==> src/rtl/sync_ram_pkg.sv <==
// rtl/sync_ram_pkg.sv - shared constants, pointer-width helper and request bundle for sync_ram_req_port
package sync_ram_pkg;

    localparam int DWIDTH_DEFAULT = 32;
    localparam int AWIDTH_DEFAULT = 8;

    // Pointer width for a buffer of the given depth; never narrower than one bit.
    function automatic int ptr_width(input int depth);
        return (depth > 1) ? $clog2(depth) : 1;
    endfunction

    // Request bundle for callers that carry the request as a single word.
    typedef struct packed {
        logic                      we;
        logic [AWIDTH_DEFAULT-1:0] addr;
        logic [DWIDTH_DEFAULT-1:0] wdata;
    } sync_ram_req_t;

endpackage

==> src/rtl/sync_ram_rsp_fifo.sv <==
// rtl/sync_ram_rsp_fifo.sv - synchronous response FIFO with push/pop/count, any depth
module sync_ram_rsp_fifo
    import sync_ram_pkg::*;
#(
    parameter int DWIDTH = DWIDTH_DEFAULT,
    parameter int DEPTH  = 4,
    parameter int PW     = ptr_width(DEPTH),
    parameter int CW     = $clog2(DEPTH + 1)
) (
    input  logic              clk,
    input  logic              rst,
    input  logic              push,
    input  logic [DWIDTH-1:0] push_data,
    input  logic              pop,
    output logic [DWIDTH-1:0] head_data,
    output logic [CW-1:0]     count
);

    logic [DWIDTH-1:0] mem [DEPTH];
    logic [PW-1:0]     wr_ptr;
    logic [PW-1:0]     rd_ptr;
    logic              do_pop;

    // Wrap at DEPTH rather than at a power of two.
    function automatic logic [PW-1:0] next_ptr(input logic [PW-1:0] p);
        return (p == PW'(DEPTH - 1)) ? '0 : p + PW'(1);
    endfunction

    // Pops on an empty FIFO are ignored; pushes are trusted to have space (caller holds credits).
    assign do_pop    = pop & (count != '0);
    assign head_data = mem[rd_ptr];

    // Storage, pointers and occupancy; entries are cleared on reset so the head reads 0.
    always_ff @(posedge clk) begin
        if (rst) begin
            wr_ptr <= '0;
            rd_ptr <= '0;
            count  <= '0;
            for (int i = 0; i < DEPTH; i++) begin
                mem[i] <= '0;
            end
        end else begin
            if (push) begin
                mem[wr_ptr] <= push_data;
                wr_ptr      <= next_ptr(wr_ptr);
            end
            if (do_pop) begin
                rd_ptr <= next_ptr(rd_ptr);
            end
            count <= count + CW'(push) - CW'(do_pop);
        end
    end

endmodule

==> src/rtl/sync_ram_req_port.sv <==
// rtl/sync_ram_req_port.sv - valid/ready request adapter for one block-RAM port; SYNC_RAM_WRITE_ACK_EN adds write acks
module sync_ram_req_port
    import sync_ram_pkg::*;
#(
    parameter int DWIDTH    = DWIDTH_DEFAULT,
    parameter int AWIDTH    = AWIDTH_DEFAULT,
    parameter int RSP_DEPTH = 4
) (
    input  logic              clk,
    input  logic              rst,
    input  logic              req_valid,
    output logic              req_ready,
    input  logic              req_we,
    input  logic [AWIDTH-1:0] req_addr,
    input  logic [DWIDTH-1:0] req_wdata,
    output logic              rsp_valid,
    input  logic              rsp_ready,
    output logic [DWIDTH-1:0] rsp_data,
    output logic [AWIDTH-1:0] ram_addr,
    output logic [DWIDTH-1:0] ram_d,
    output logic              ram_we,
    input  logic [DWIDTH-1:0] ram_q
);

    localparam int CW = $clog2(RSP_DEPTH + 1);

    logic [CW-1:0]     buf_count;
    logic [CW:0]       credit_used;
    logic              inflight;
    logic              fire;
    logic [DWIDTH-1:0] push_data;

    // A request is only accepted when a buffer slot is guaranteed for its response,
    // counting the one that may already be in the RAM pipeline.
    assign credit_used = {1'b0, buf_count} + (CW + 1)'(inflight);
    assign req_ready   = ~rst & (credit_used < (CW + 1)'(RSP_DEPTH));
    assign fire        = req_valid & req_ready;

    // RAM port follows the request bus; only the write strobe is qualified.
    assign ram_addr = req_addr;
    assign ram_d    = req_wdata;
    assign ram_we   = fire & req_we & ~rst;

`ifdef SYNC_RAM_WRITE_ACK_EN
    logic inflight_wr;

    // Every accepted request yields a response; remember whether it is a write ack.
    always_ff @(posedge clk) begin
        if (rst) begin
            inflight    <= 1'b0;
            inflight_wr <= 1'b0;
        end else begin
            inflight    <= fire;
            inflight_wr <= fire & req_we;
        end
    end

    assign push_data = inflight_wr ? '0 : ram_q;
`else
    // Only reads yield a response; RAM q is valid the cycle after the read fire.
    always_ff @(posedge clk) begin
        if (rst) begin
            inflight <= 1'b0;
        end else begin
            inflight <= fire & ~req_we;
        end
    end

    assign push_data = ram_q;
`endif

    sync_ram_rsp_fifo #(
        .DWIDTH (DWIDTH),
        .DEPTH  (RSP_DEPTH),
        .CW     (CW)
    ) u_rsp_fifo (
        .clk       (clk),
        .rst       (rst),
        .push      (inflight),
        .push_data (push_data),
        .pop       (rsp_ready),
        .head_data (rsp_data),
        .count     (buf_count)
    );

    assign rsp_valid = (buf_count != '0);

endmodule
==> config.mk <==
export PLATFORM = sky130hd
export DESIGN_NAME = sync_ram_req_port
export DESIGN_NICKNAME = d
export VERILOG_FILES = /design/src/rtl/sync_ram_pkg.sv /design/src/rtl/sync_ram_rsp_fifo.sv /design/src/rtl/sync_ram_req_port.sv
export SDC_FILE = /design/constraint.sdc
export NUM_CORES = 1
export LEC_CHECK = 0
export BUFFER_PORTS_ARGS = -buffer_cell sky130_fd_sc_hd__buf_2
export CAP_MARGIN = 30
export CORE_MARGIN = 2
export CORE_UTILIZATION = 54
export DETAILED_ROUTE_END_ITERATION = 8
export GPL_TIMING_DRIVEN = 1
export PLACE_DENSITY = 0.88
export SLEW_MARGIN = 20
export SYNTH_ARGS = -nofsm -noshare
export SYNTH_HDL_FRONTEND = slang
export SYNTH_SLANG_ARGS = --single-unit
==> constraint.sdc <==
create_clock -name clk -period 2.9 [get_ports clk]
set_clock_uncertainty 0.2 [all_clocks]
set_input_delay 0.29 -clock clk [delete_from_list [all_inputs] [get_ports clk]]
set_output_delay 0.29 -clock clk [all_outputs]
set_load 0.03 [all_outputs]
==> metrics, run 1 <==
die area 12600 sq um; Tcrit/Tclk final 0.858; Antenna Violating Nets Remaining 0; Register Area 4050 sq um; crit path time final 2490 ps; synth unique cells 33; Mapped Area 6340 sq um; Synth top area share 0.606; cell taking the most area after synthesis edfxtp_1; Clock Path Buffers 2; syn avg cell area approximately 16 sq um; top-count cell post-synth and2_1; # diodes 0; fillcell total 779; Die W 112 um; area of the multi-input gates 1870 sq um; # H-tree levels 4; nets@finish roughly 550; sequential area share after synthesis 0.638; CTS tree built; #FFs+latches synth 138; Slew headroom 0.405; EDFF count, synth 128; Cell Pwr Density between 700 and 800 nW/um^2; Num CTS Buffers 17; non-filler instance count after layout 625; Ys Warns 0; Static Leak 2.89 nW; Most used DFF post-synth edfxtp_1; worst slew pin tran 893 ps; I/O Buffers 71; Worst-path clk slew 60 ps; setup violators final 0; Core Box Area about 11000 sq um; share of layout cells above drive strength 1 0.320; VDD IR-drop max 0.524 mV; drt total wl 12.3 mm; WS Path Type reg -> out; placed cells 564; GP Congestion 0.762; num ports roughly 150; 1st-pass router iterations 5; Setup crit start kind flop; GR Util All Layers 0.204; Final Max Tran Viols 0; Starting DRT DRC Count ~220; Initial Utilization 0.555; Fin. Hold Viols 0; first-pass GRT wire length between 15 and 20 mm; antenna violations before repair 0; hold-fix buffers at CTS 29; WHS ~17 ps; Worst EP arrival 2000 ps; largest net degree at the start of global routing 33; Die H 112 um; drt drc 0; synthesis-to-layout area growth 17.7%; row cnt 39; endpoint class of the critical path primary output; RSZ-0062 raised after global routing no; vias in the first global route 3784; TritonCTS sink count 138; post-detailed-route wirelength per cell 19.7 um; async set-reset flop share out of synthesis 0; max_cap viols 0; hpwl dp 7.36 mm; GRT overflow 0; number of gates resized after cts 0; Cells after Synth 403; Fin Setup TNS 0 ps; top cells by area, synth edfxtp_1, and2_1, mux4_2; Max Clk Rate about 400 MHz; run status complete, no violations; Vias/cell 5.41; syn_nets just under 500; Vias 3384; HP Class in -> reg; worst-path fanout max 22; setup bufs post-CTS 0; clk_lat worst skew 410 ps; Worst Path Required 2410 ps; synth cell count leaders and2_1, edfxtp_1, buf_4; CTS root buf clkbuf_16
[cell usage in the layout (no fill, tap or decap)]
cell           synthesis  routed
clkbuf_16              0      17
inv_6                  0       3
dlygate4sd3_1          0      29
edfxtp_1             128     128
nand2_1                2       2
and2b_1                1       1
o31ai_2                1       1
a211oi_1               1       1
nor2_1                 7       7
a31o_2                 1       1
fa_1                   1       1
nor2b_1                1       1
buf_4                 41       6
clkinv_2               0       1
clkinv_4               0       2
or3_1                  2       2
nor4_1                 1       1
buf_2                  9      71
buf_8                  0       1
nor3_4                 0       1
buf_12                 0       1
and4bb_2               1       1
inv_1                  5       5
mux4_2                32      32
dfxtp_1               10       8
mux2i_1                3       3
clkinvlp_4             0       3
xnor2_1                1       1
ha_1                   5       5
or2_2                  3       3
a21oi_1                1       1
a211oi_2               1       1
nand2b_4               1       1
nor3b_4                1       2
nor3b_1                1       1
dfxtp_2                0       2
bufinv_16              0       4
clkbuf_1               4       2
and2_1               129     129
[final timing paths]
kind                              from                   end  slack, ps  cells past startpoint
setup / recovery                  flop          rsp_data[13]        410                      3
hold / removal                ram_q[0]  u_rsp_fifo.mem[1][0]         20                      2
setup reg to reg   u_rsp_fifo.count[1]   u_rsp_fifo.count[2]        610                      9
hold reg to reg   u_rsp_fifo.rd_ptr[0]                  flop        350                      2
[state kept, by name (all words and copies together) (netlist names), named ones only]
name and count:
u_rsp_fifo.rd_ptr 2, u_rsp_fifo.mem 128, u_rsp_fifo.count 3, u_rsp_fifo.wr_ptr 2, inflight 1
[worst max-delay path, stage by stage, from the launching register on]
cell     delay, ps
dfxtp_2        730
buf_4          330
mux4_2         330
buf_2          190
[routing by layer]
layer	track usage	share of wire	vias to the layer above
li1	-	-	1553
met1	0.231	0.38	1672
met2	0.361	0.53	136
met3	0.0583	0.070	23
met4	0.0919	0.017	0
met5	0	0	-
[layout make-up]
cell class                 instances  area share
sequential                       138       0.542
multi-input combinational        199       0.250
timing repair buffer             108      0.0973
clock buffer                      19      0.0580
clock inverter                    13      0.0257
tap                              143      0.0240
inverter                           5     0.00252
[cell families after synthesis]
group                    Yosys count  synth area share
adder cells (fa/ha/maj)            6            0.0130
AO/OA/AOI/OAI                      5           0.00730
multiplexers                      35             0.118
buffers and inverters             66            0.0693
flip-flops                       138             0.638
XOR/XNOR                           1           0.00138
AND/OR/NAND/NOR                  152             0.153
[through the flow]
step / util / power, W / setup slack [ps] / area, sq um
after floorplan: - / 0.00341 / 778 / 6340
after global placement: 0.572 / 0.00358 / 716 / 6530
after detailed placement: 0.573 / 0.00362 / 592 / 6550
after CTS: 0.654 / 0.00591 / 376 / 7460
after global routing: 0.654 / 0.00607 / 319 / 7460
final: 0.654 / 0.00586 / 411 / 7460
[power breakdown]
| part | total [W] | internal (W) | switching (W) |
|---|---|---|---|
| clock network | 0.00226 | 0.00145 | 0.000815 |
| registers | 0.00243 | 0.00232 | 0.000109 |
| logic | 0.00117 | 0.000496 | 0.000677 |
| total | 0.00586 | 0.00426 | 0.00160 |
(Power assumes the default switching activity.)
==> inputs of run 2 (changes only) <==
--- a/config.mk
+++ b/config.mk
@@ -7,7 +7,6 @@
 export LEC_CHECK = 0
 export BUFFER_PORTS_ARGS = -buffer_cell sky130_fd_sc_hd__buf_2
 export CAP_MARGIN = 30
-export CORE_MARGIN = 2
 export CORE_UTILIZATION = 54
 export DETAILED_ROUTE_END_ITERATION = 8
 export GPL_TIMING_DRIVEN = 1
==> run 2 against run 1 <==
  * Core utilization up 0.18 points
  * Die area down 3.5%
  * Via count up 2.7%
  * Global-route usage up 1.4 points
  * Setup slack better by 89 ps
  * Cell count up 0.48%
  * Sequential power down 2%
  * Cell area up 0.27%
  * Clock power down 2%
  * Fmax up 3.7%
  * Critical endpoint is now rsp_data[18]
  * Largest power group unchanged
==> metrics, run 2 (same netlist as run 1, synthesis figures left out) <==
I/O Buffers 71; crit path time final 2400 ps; TritonCTS sink count 138; RSZ-0062 raised after global routing no; register with the most flip-flops u_rsp_fifo.mem; drt total wl about 12 mm; post-detailed-route wirelength per cell 19.5 um; Worst Path Required 2410 ps; commonest non-fill, non-tap cells in the layout and2_1, edfxtp_1, buf_2; Cell Pwr Density 777 nW/um^2; Die W 110 um; DP Area 6560 sq um; CTS tree built; Crit path largest cell delay 590 ps; Core Box Area 11400 sq um; drt drc 0; GRT overflow 0; Clock Path Buffers 2; synthesis-to-layout area growth 18.0%; num ports 152; hpwl dp 7.19 mm; Starting DRT DRC Count 245; setup bufs post-CTS 0; max_cap viols 0; Max Clk Rate ~420 MHz; Tcrit/Tclk final 0.828; Slew headroom 0.412; Regs by FF count u_rsp_fifo.mem: 128 flops, u_rsp_fifo.count: 3 flops; Static Leak 2.90 nW; Setup crit end rsp_data[18]; largest net degree at the start of global routing 33; worst slew pin tran 882 ps; leading cell type in the layout, fill and taps excluded and2_1; # diodes 0; Worst EP arrival 1910 ps; VDD IR-drop max 0.692 mV; internal reg-to-reg setup slack 590 ps; Vias 3476; vias in the first global route 3704; first-pass GRT wire length 18.7 mm; Reg-to-Reg End u_rsp_fifo.count[2]; HP Class in -> reg; fillcell total between 700 and 800; Initial Utilization 0.555; share of layout cells above drive strength 1 0.315; Final Max Tran Viols 0; nets@finish 556; die area roughly 12000 sq um; Antenna Violating Nets Remaining 0; GR Util All Layers 0.218; 1st-pass router iterations 4; endpoint class of the critical path primary output; setup violators final 0; worst path cell trace buf_4 -> mux4_2 -> buf_2; worst-path fanout max 19; number of gates resized after cts 0; max FFs per register 128; Slowest-stage cell, CP mux4_2; clk_lat worst skew 410 ps; final instance area around 7500 sq um; # H-tree levels 4; Worst-path clk slew around 60 ps; GP Congestion 0.762; Die H 110 um; row cnt 39; Vias/cell 5.54; WS Path Type reg -> out; Setup crit start kind flop; Num CTS Buffers 17; FF-to-FF Start u_rsp_fifo.count[1]; CTS root buf clkbuf_16; FF-to-FF path depth 9; Fin. Hold Viols 0; run status complete, no violations; Fin Setup TNS 0 ps; antenna violations before repair 0
## run 2: layout make-up
cell class / count / area (sq um) / area share
clock buffers: 18 / 429 / 0.0574
clock inverters: 13 / 178 / 0.0237
inverters: 5 / 18.8 / 0.00251
multi-input cells: 199 / 1870 / 0.250
flip-flops and latches: 138 / 4050 / 0.541
well taps: 143 / 179 / 0.0239
repair buffers: 112 / 763 / 0.102
## run 2: what timing repair did
action	4_1_cts	5_1_grt
endpoints found under the setup margin	0	0
hold endpoints to repair	97	0
hold buffers	32	0
## run 2: per-stage QoR
step / std cells / total power [W] / util / setup slack (ps) / hold slack [ps]
2_1_floorplan: 403 / 0.00341 / - / 778 / 162
3_3_place_gp: 564 / 0.00357 / 0.573 / 717 / 279
3_5_place_dp: 565 / 0.00362 / 0.574 / 588 / 296
4_1_cts: 628 / 0.00585 / 0.655 / 469 / 1.75
5_1_grt: 628 / 0.00604 / 0.655 / 411 / 6.61
6_report: 628 / 0.00582 / 0.655 / 500 / 18.2
## run 2: report_power, final
| group | switching, W | internal [W] | total, W |
|---|---|---|---|
| clock network | 0.000791 | 0.00142 | 0.00222 |
| registers | 0.0000704 | 0.00232 | 0.00239 |
| logic | 0.000715 | 0.000496 | 0.00121 |
| total | 0.00158 | 0.00424 | 0.00582 |
## run 2: worst min path at each step
stage	start	endpoint	slack, ps	cells after the start
floorplan	rst	u_rsp_fifo.count[0]	160	1
finish	ram_q[4]	u_rsp_fifo.mem[0][4]	20	2
CTS	ram_q[16]	u_rsp_fifo.mem[2][16]	2	2
global route	ram_q[16]	u_rsp_fifo.mem[3][16]	7	2
global placement	u_rsp_fifo.rd_ptr[0]	flop	280	2
detailed placement	u_rsp_fifo.rd_ptr[0]	flop	300	2
## run 2: critical path: cells and delay by family (launching register included)
family / cells / cell delay, ps
buf+inv: 2 / 560
flops: 1 / 330
mux: 1 / 590
## run 2: metal layers
layer,up-vias,part of all wire,GRT usage
li1,1557,-,-
met1,1752,0.39,0.250
met2,134,0.52,0.378
met3,33,0.064,0.0664
met4,0,0.020,0.0940
met5,-,0,0
==> inputs of run 3 (changes only) <==
==> constraint.sdc (replaced) <==
create_clock -name clk -period 2.4 [get_ports clk]
set_clock_uncertainty 0.2 [all_clocks]
set_input_delay 0.24 -clock clk [delete_from_list [all_inputs] [get_ports clk]]
set_output_delay 0.24 -clock clk [all_outputs]
set_load 0.03 [all_outputs]
==> run 3 against run 2 <==
  * Count of clock-buffer cells in the layout is 6 higher
  * Total power up 19%
  * Core utilization is 0.59 points higher
  * Non-clock buffer count up 7
  * Worst hold slack gained 260 ps
  * Critical path type is now in -> out
  * Wire length down 1.4%
==> metrics, run 3 (same netlist as run 1, synthesis figures left out) <==
Layout Utilization 0.661; die area 12200 sq um; nets@finish 563; Die H ~110 um; share of layout cells above drive strength 1 0.323; Slew headroom 0.389; internal reg-to-reg setup slack 230 ps; Worst Path Required 1960 ps; leading cell type in the layout, fill and taps excluded and2_1; Setup WS pre-CTS 104 ps; met3 routed WL 928 um; Core Box Area between 10000 and 15000 sq um; CTS root buf clkbuf_16; Initial Utilization 0.555; antenna violations before repair 0; fillcell total 745; Cells on Worst Hold Path 0; # H-tree levels 4; largest net degree at the start of global routing 33; Starting DRT DRC Count 237; VDD IR-drop max 0.602 mV; num ports 152; Tcrit/Tclk final 0.947; GR Util All Layers 0.211; Antenna Violating Nets Remaining 0; Overall Power 0.00693 W; FF-to-FF Start u_rsp_fifo.count[1]; row cnt 39; area of the multi-input gates 1880 sq um; setup violators final 0; WS Path Type in -> out; max layer used met4; RSZ-0062 raised after global routing no; register with the most flip-flops u_rsp_fifo.mem; Num CTS Buffers 17; worst-path fanout max 15; 1st-pass router iterations 5; clk_lat worst skew 410 ps; CTS tree built; Final Max Tran Viols 0; Vias/cell 5.32; met2 WL post-DR 6.50 mm; vias in the first global route 3613; Cell Pwr Density approximately 920 nW/um^2; DRT met1 WL 4.42 mm; worst slew pin tran 917 ps; I/O Buffers 71; Static Leak 2.95 nW; GP Congestion about 0.78; Fin Setup TNS 0 ps; commonest non-fill, non-tap cells in the layout and2_1, edfxtp_1, buf_2; min-delay src req_addr[5]; Vias ~3400; Register Area 4050 sq um; synthesis-to-layout area growth 19.1%; HP Class in -> out; Max Clk Rate 440 MHz; Regs by FF count u_rsp_fifo.mem: 128 flops, u_rsp_fifo.count: 3 flops; max FFs per register 128; hpwl dp 7.18 mm; # diodes 0; endpoint class of the critical path primary output; max_cap viols 0; setup bufs post-CTS 0; Crit. Startpoint rst; run status complete, no violations; Setup crit start kind input port; first-pass GRT wire length 18.0 mm; drt drc 0; WHS 280 ps; FF-to-FF path depth 9; Worst EP arrival 1830 ps; TritonCTS sink count approximately 140; Clock Path Buffers 2; crit path time final 2270 ps; Die W 110 um; Final Worst Setup Slack about 130 ps; drt total wl 12.1 mm; post-detailed-route wirelength per cell 19.0 um; GRT overflow 0; Fin. Hold Viols 0
-- run 3: stage by stage --
stage / instances / cell area [sq um]
after floorplan: 403 / 6340
after global placement: 567 / 6580
after detailed placement: 568 / 6590
after CTS: 636 / 7530
after global routing: 636 / 7550
final: 636 / 7550
-- run 3: metal layers --
layer / vias up / global-route usage
li1: 1571 / -
met1: 1638 / 0.231
met2: 143 / 0.367
met3: 33 / 0.0711
met4: 0 / 0.102
met5: - / 0
-- run 3: what timing repair did --
item / in CTS / in global routing
hold buffers: 36 / 0
endpoints found under the setup margin: 0 / 12
resized for setup: 0 / 4
endpoints found under the hold margin: 133 / 0
-- run 3: path summary, 6_finish.rpt --
kind                          to
min                  ram_addr[5]
max                       ram_we
max reg2reg  u_rsp_fifo.count[2]
min reg2reg                 flop
-- run 3: cell type report --
| class | count | area share |
|---|---|---|
| clock buffers | 24 | 0.0651 |
| clock inverters | 8 | 0.0123 |
| inverters | 5 | 0.00249 |
| multi-input cells | 199 | 0.249 |
| flip-flops and latches | 138 | 0.536 |
| well taps | 143 | 0.0237 |
| repair buffers | 119 | 0.112 |
-- run 3: worst max-delay path: stages --
cell           delay [ps]
dlygate4sd3_1         510
buf_2                 110
buf_4                 190
and4bb_2              250
a211oi_2              280
nor2_1                 70
buf_2                 180
-- run 3: power by group --
part	switching, W	total [W]	internal, W
logic	0.000864	0.00148	0.000618
clock network	0.000930	0.00256	0.00163
registers	0.0000841	0.00289	0.00280
